File: config.mk
export PLATFORM = sky130hd
export DESIGN_NAME = npc_ctrl
export DESIGN_NICKNAME = d
export VERILOG_FILES = /design/src/rtl/npc_ctrl_pkg.sv /design/src/rtl/npc_target_calc.sv /design/src/rtl/npc_ctrl.sv
export SDC_FILE = /design/constraint.sdc
export NUM_CORES = 1
export LEC_CHECK = 0
export ABC_AREA = 1
export CORE_MARGIN = 2
export CORE_UTILIZATION = 48
export CTS_CLUSTER_DIAMETER = 80
export DETAILED_ROUTE_END_ITERATION = 7
export PLACE_DENSITY = 0.9
export SLEW_MARGIN = 10
export SYNTH_ARGS = -nofsm -noshare
export SYNTH_HDL_FRONTEND = slang
export SYNTH_SLANG_ARGS = --single-unit
File: constraint.sdc
create_clock -name clk -period 5.1 [get_ports clk]
set_input_delay 1.02 -clock clk [delete_from_list [all_inputs] [get_ports clk]]
set_output_delay 1.02 -clock clk [all_outputs]
set_load 0.01 [all_outputs]
File: src/rtl/npc_ctrl_pkg.sv
// Shared constants and types for the next-PC controller.
package npc_ctrl_pkg;

  localparam int unsigned ADDR_W   = 32;
  localparam int unsigned IMM_W    = 16;
  localparam int unsigned JIDX_W   = 26;
  localparam int unsigned CNT_W    = 16;

  localparam logic [ADDR_W-1:0] RESET_PC = 32'h0000_3000;
  localparam logic [ADDR_W-1:0] EXC_VEC  = 32'h0000_4180;

  // RUN: normal fetch; PEND: a redirect is parked behind a stall
  typedef enum logic {
    RUN  = 1'b0,
    PEND = 1'b1
  } npc_state_e;

  // Word fetch requires the low two address bits to be zero
  function automatic logic misaligned(input logic [ADDR_W-1:0] addr);
    return |addr[1:0];
  endfunction

endpackage

File: src/rtl/npc_target_calc.sv
// Combinational branch / jump / register-jump target generation for decode.
module npc_target_calc
  import npc_ctrl_pkg::*;
(
  input  logic [ADDR_W-1:0] br_pc,
  input  logic              br_req,
  input  logic              br_taken,
  input  logic [IMM_W-1:0]  br_imm,
  input  logic              j_req,
  input  logic [JIDX_W-1:0] j_index,
  input  logic              jr_req,
  input  logic [ADDR_W-1:0] jr_target,
  output logic              dec_valid,
  output logic [ADDR_W-1:0] dec_target
);

  logic [ADDR_W-1:0] dec_seq;
  logic [ADDR_W-1:0] br_off;
  logic [ADDR_W-1:0] br_target;
  logic [ADDR_W-1:0] j_target;

  assign dec_seq   = br_pc + 32'd4;
  assign br_off    = {{(ADDR_W-IMM_W-2){br_imm[IMM_W-1]}}, br_imm, 2'b00};
  assign br_target = dec_seq + br_off;
  assign j_target  = {dec_seq[31:28], j_index, 2'b00};

  // Select the one active decode request (requests are mutually exclusive)
  always_comb begin
    dec_valid  = 1'b0;
    dec_target = br_target;
    if (jr_req) begin
      dec_valid  = 1'b1;
      dec_target = jr_target;
    end else if (j_req) begin
      dec_valid  = 1'b1;
      dec_target = j_target;
    end else if (br_req && br_taken) begin
      dec_valid  = 1'b1;
      dec_target = br_target;
    end
  end

endmodule

File: src/rtl/npc_ctrl.sv
// Next-PC generator: priority mux over reset/exception/eret/pending/decode/sequential,
// with a one-entry pending redirect held across fetch stalls.
module npc_ctrl
  import npc_ctrl_pkg::*;
#(
  parameter logic [ADDR_W-1:0] RESET_PC_P = RESET_PC,
  parameter logic [ADDR_W-1:0] EXC_VEC_P  = EXC_VEC,
  parameter int unsigned       CNT_W_P    = CNT_W
) (
  input  logic                clk,
  input  logic                reset,
  input  logic [ADDR_W-1:0]   pc,
  input  logic                stall,
  input  logic                br_req,
  input  logic                br_taken,
  input  logic [ADDR_W-1:0]   br_pc,
  input  logic [IMM_W-1:0]    br_imm,
  input  logic                j_req,
  input  logic [JIDX_W-1:0]   j_index,
  input  logic                jr_req,
  input  logic [ADDR_W-1:0]   jr_target,
  input  logic                exc_req,
  input  logic                eret_req,
  input  logic [ADDR_W-1:0]   epc,
  output logic [ADDR_W-1:0]   next_pc,
  output logic                pc_en,
  output logic                adel_f,
  output logic [CNT_W_P-1:0]  redirect_cnt
);

  npc_state_e        state, state_nxt;
  logic [ADDR_W-1:0] pend_target, pend_target_nxt;
  logic              pend_valid;
  logic              cnt_inc;
  logic              dec_valid;
  logic [ADDR_W-1:0] dec_target;

  // The pending entry is valid exactly while parked in PEND
  assign pend_valid = (state == PEND);

  npc_target_calc u_target (
    .br_pc      (br_pc),
    .br_req     (br_req),
    .br_taken   (br_taken),
    .br_imm     (br_imm),
    .j_req      (j_req),
    .j_index    (j_index),
    .jr_req     (jr_req),
    .jr_target  (jr_target),
    .dec_valid  (dec_valid),
    .dec_target (dec_target)
  );

  // State, pending target and redirect counter
  always_ff @(posedge clk) begin
    if (reset) begin
      state        <= RUN;
      pend_target  <= '0;
      redirect_cnt <= '0;
    end else begin
      state       <= state_nxt;
      pend_target <= pend_target_nxt;
      if (cnt_inc) redirect_cnt <= redirect_cnt + CNT_W_P'(1);
    end
  end

  // Next-state and next-PC selection in priority order
  always_comb begin
    state_nxt       = state;
    pend_target_nxt = pend_target;
    cnt_inc         = 1'b0;
    next_pc         = pc + 32'd4;
    pc_en           = 1'b1;
    if (reset) begin
      next_pc = RESET_PC_P;
    end else if (exc_req) begin
      next_pc   = EXC_VEC_P;
      cnt_inc   = 1'b1;
      state_nxt = RUN;
    end else if (eret_req) begin
      next_pc   = epc;
      cnt_inc   = 1'b1;
      state_nxt = RUN;
    end else begin
      unique case (state)
        PEND: begin
          next_pc = pend_target;
          if (stall && pend_valid) begin
            pc_en = 1'b0;
          end else begin
            cnt_inc   = 1'b1;
            state_nxt = RUN;
          end
        end
        default: begin
          if (stall) begin
            pc_en   = 1'b0;
            next_pc = pc;
            if (dec_valid) begin
              pend_target_nxt = dec_target;
              state_nxt       = PEND;
            end
          end else if (dec_valid) begin
            next_pc = dec_target;
            cnt_inc = 1'b1;
          end
        end
      endcase
    end
  end

  // Misaligned fetch flag on the address actually being loaded
  assign adel_f = !reset && pc_en && misaligned(next_pc);

endmodule

==> results.json <==
{
  "fmax_ghz": 0.199,
  "overflow": 0,
  "p_leak_nw": 5.51,
  "area_growth_pct": 63.1,
  "design_area_um2": 11600,
  "slowest_stage": "ha_4",
  "nets": 1854,
  "drv_slew": 0,
  "crit_type": "in2out",
  "htreeDepth": 2,
  "fp.dieH_um": 126,
  "grt_pass1_vias": 9654,
  "worstSkewPairLatency_ns": 0.30,
  "whs_ns": 0.466,
  "synthMostInstantiatedCell": "nand2_1",
  "vdd_drop_max_uv": 145,
  "clock_skew_ns": 0.00396,
  "grt_first_pass_wirelength_mm": 48.6,
  "synth_top_area_share_pct": 18.1,
  "worst_pin_slew_ns": 0.660,
  "wire_per_inst_um": 17.5,
  "synthTopCellsByCount": "nand2_1, inv_1, a21oi_1",
  "cts_inserted_buffers": 5,
  "worstSetupEndpoint": "next_pc[31]",
  "hold_violations": 0,
  "fin_util_pct": 80.0,
  "via_count": 10371,
  "cp_common_cell": "nand2_1",
  "root_buffer": "clkbuf_16",
  "reg2reg_from": "pend_valid",
  "maxCapViolations": 0,
  "p_per_area_nw_per_um2": 150,
  "reg2reg_to": "redirect_cnt[14]",
  "floorplan.initialDensity_pct": 49.0,
  "setup_viol": 0,
  "wl_mm": 32.0,
  "antenna_cells": 0,
  "placed_cell_area_um2": 10600,
  "cts_tree": "done",
  "synth-seq-cells": 49,
  "ys.flop_type": "dfxtp_1",
  "end_kind": "output pin",
  "antenna_found_initial": 0,
  "pre_cts_slack_ns": -0.781,
  "die_area_um2": 15800,
  "io_pins": 229,
  "yosysTopAreaCell": "nand2_1",
  "syn-cell-area_um2": 7100,
  "fp.coreArea_um2": 14500,
  "clock-sinks": 49,
  "synthesis.nets": 1482,
  "synth-edff-count": 0,
  "rr_worst_depth": 12,
  "antenna_left": 0,
  "ys_types": 50,
  "cp-start-kind": "primary input",
  "grt_start_max_net_pins": 58,
  "required_ns": 4.08,
  "total_power_mw": 1.73,
  "via_per_inst": 5.69,
  "drive_gt1_share_pct": 23.5,
  "ys_seq_area_share_pct": 13.8,
  "die_x_um": 126,
  "synthCells": 1265,
  "async_flop_share_pct": 0,
  "rows": 44,
  "fin_ws_ns": 0.0845,
  "place.gp.congestion": 1.00,
  "fin_crit_sh_pct": 98.3,
  "ys_warn_count": 0,
  "critPathArrivalTime_ns": 4.00,
  "critPathLaunch": "br_pc[3]",
  "status": "finished clean",
  "layout_min_cycle_time_ns": 5.02,
  "clockBufferDepth": 2,
  "drc": 0,
  "clk_pin_slew_worst_paths_ns": 0.07,
  "holdCritPathClass": "reg2reg",
  "rsz0062_at_grt": "true",
  "cp_max_fo": 5,
  "place.port_buffers": 228,
  "max_stage_delay_ns": 0.30,
  "firstDrtPassIters": 5,
  "synth_area_leaders": "nand2_1, dfxtp_1, a21oi_1, inv_1, o21ai_0",
  "regToRegSetupSlack_ns": 2.99,
  "avgSynthCellArea_um2": 5.61,
  "dp.final_hpwl_mm": 24.1,
  "max_slew_margin_pct": 55.9,
  "track_usage_pct": 37.8,
  "drtIter0Drc": 1024
}
layer usage:
metal,global-route usage [%],up-vias,part of all wire (%)
met1,51.3,4773,41
met2,61.9,553,46
met5,0,-,0
met3,4.80,107,8.4
met4,13.3,0,4.4
li1,-,4938,-
stage by stage:
step / std cells / TNS, ns
2_1_floorplan: 1265 / 0
3_3_place_gp: 1788 / -11.34
3_5_place_dp: 1788 / -14.07
4_1_cts: 1813 / 0
5_1_grt: 1822 / -0.326
6_report: 1822 / 0
registers in the layout, summed over array words and instances, names as in the netlist:
name / count
redirect_cnt: 16
pend_target: 32
pend_valid: 1
worst max-delay path, delay by kind of cell:
| family | cells | cell delay, ns |
|---|---|---|
| AO/OA/AOI/OAI | 1 | 0.11 |
| adder cells (fa/ha/maj) | 1 | 0.30 |
| buffers and inverters | 5 | 0.45 |
| AND/OR/NAND/NOR | 19 | 1.91 |
| XOR/XNOR | 1 | 0.19 |
layout by cell type, fill, tap and decap left out, types with 5 or more instances in the layout:
cell type	synthesis	routed
nand2_1	343	310
clkdlybuf4s50_1	0	185
buf_4	2	179
inv_1	156	150
a21oi_1	149	133
o21ai_0	94	88
nor2_1	101	82
nand3_1	78	69
dfxtp_1	49	49
nand2_2	8	33
xor2_1	31	26
nor2_2	13	26
ha_1	37	23
nand4_1	21	21
o22ai_1	21	21
a21oi_2	1	15
nor2_4	8	14
ha_4	0	12
o21bai_1	15	11
nand2_4	2	10
nor3_1	18	10
buf_2	11	10
inv_2	3	9
nand3_2	1	9
xnor2_1	13	9
o21ai_1	4	9
clkbuf_2	0	9
dlymetal6s2s_1	0	9
nor3_4	1	8
dlygate4sd2_1	0	7
nor3_2	4	5
xor2_2	0	5
o21a_1	5	5
o211ai_1	5	5
o221ai_1	5	5
clkbuf_16	0	5
worst min path at each step:
stage	start	endpoint	slack, ns	depth (start not counted)
final	redirect_cnt[15]	redirect_cnt[15]	0.47	2
after global placement	redirect_cnt[15]	redirect_cnt[15]	0.45	2
after CTS	redirect_cnt[15]	redirect_cnt[15]	0.47	2
after global routing	redirect_cnt[15]	redirect_cnt[15]	0.52	2
after detailed placement	redirect_cnt[15]	redirect_cnt[15]	0.46	2
after floorplan	pend_target[28]	pend_target[28]	0.46	2
layout make-up:
type	count	area, um^2
Tap cell	184	230
Inverter	161	604
Fill cell	1048	2900
Multi-Input combinational cell	1012	6040
Clock inverter	3	25.0
Sequential cell	49	981
Timing Repair Buffer	408	3580
Clock buffer	5	125
logic make-up (layout without fill, tap and decap cells):
| logic type | count (synthesis) | after routing | share of synthesized area, % |
|---|---|---|---|
| xor+xnor | 44 | 44 | 5.43 |
| flops | 49 | 49 | 13.8 |
| fa+ha+maj | 38 | 38 | 6.80 |
| simple gates | 616 | 616 | 38.5 |
| compound gates | 313 | 313 | 24.2 |
| mux | 1 | 1 | 0.141 |
| buf+inv | 204 | 577 | 11.1 |
where the power goes:
part	internal, mW	switching [mW]
clock	0.185	0.170
combinational	0.456	0.515
sequential	0.398	0.00985
timing repair:
| item | 4_1_cts | 5_1_grt |
|---|---|---|
| cloned | 0 | 0 |
| buffers inserted | 17 | 9 |
| gates resized for setup | 166 | 105 |
| endpoints found under the setup margin | 26 | 25 |
| pin swaps | 41 | 54 |
| hold buffers | 0 | 0 |
Note: power is estimated with default switching activity, not from simulation.
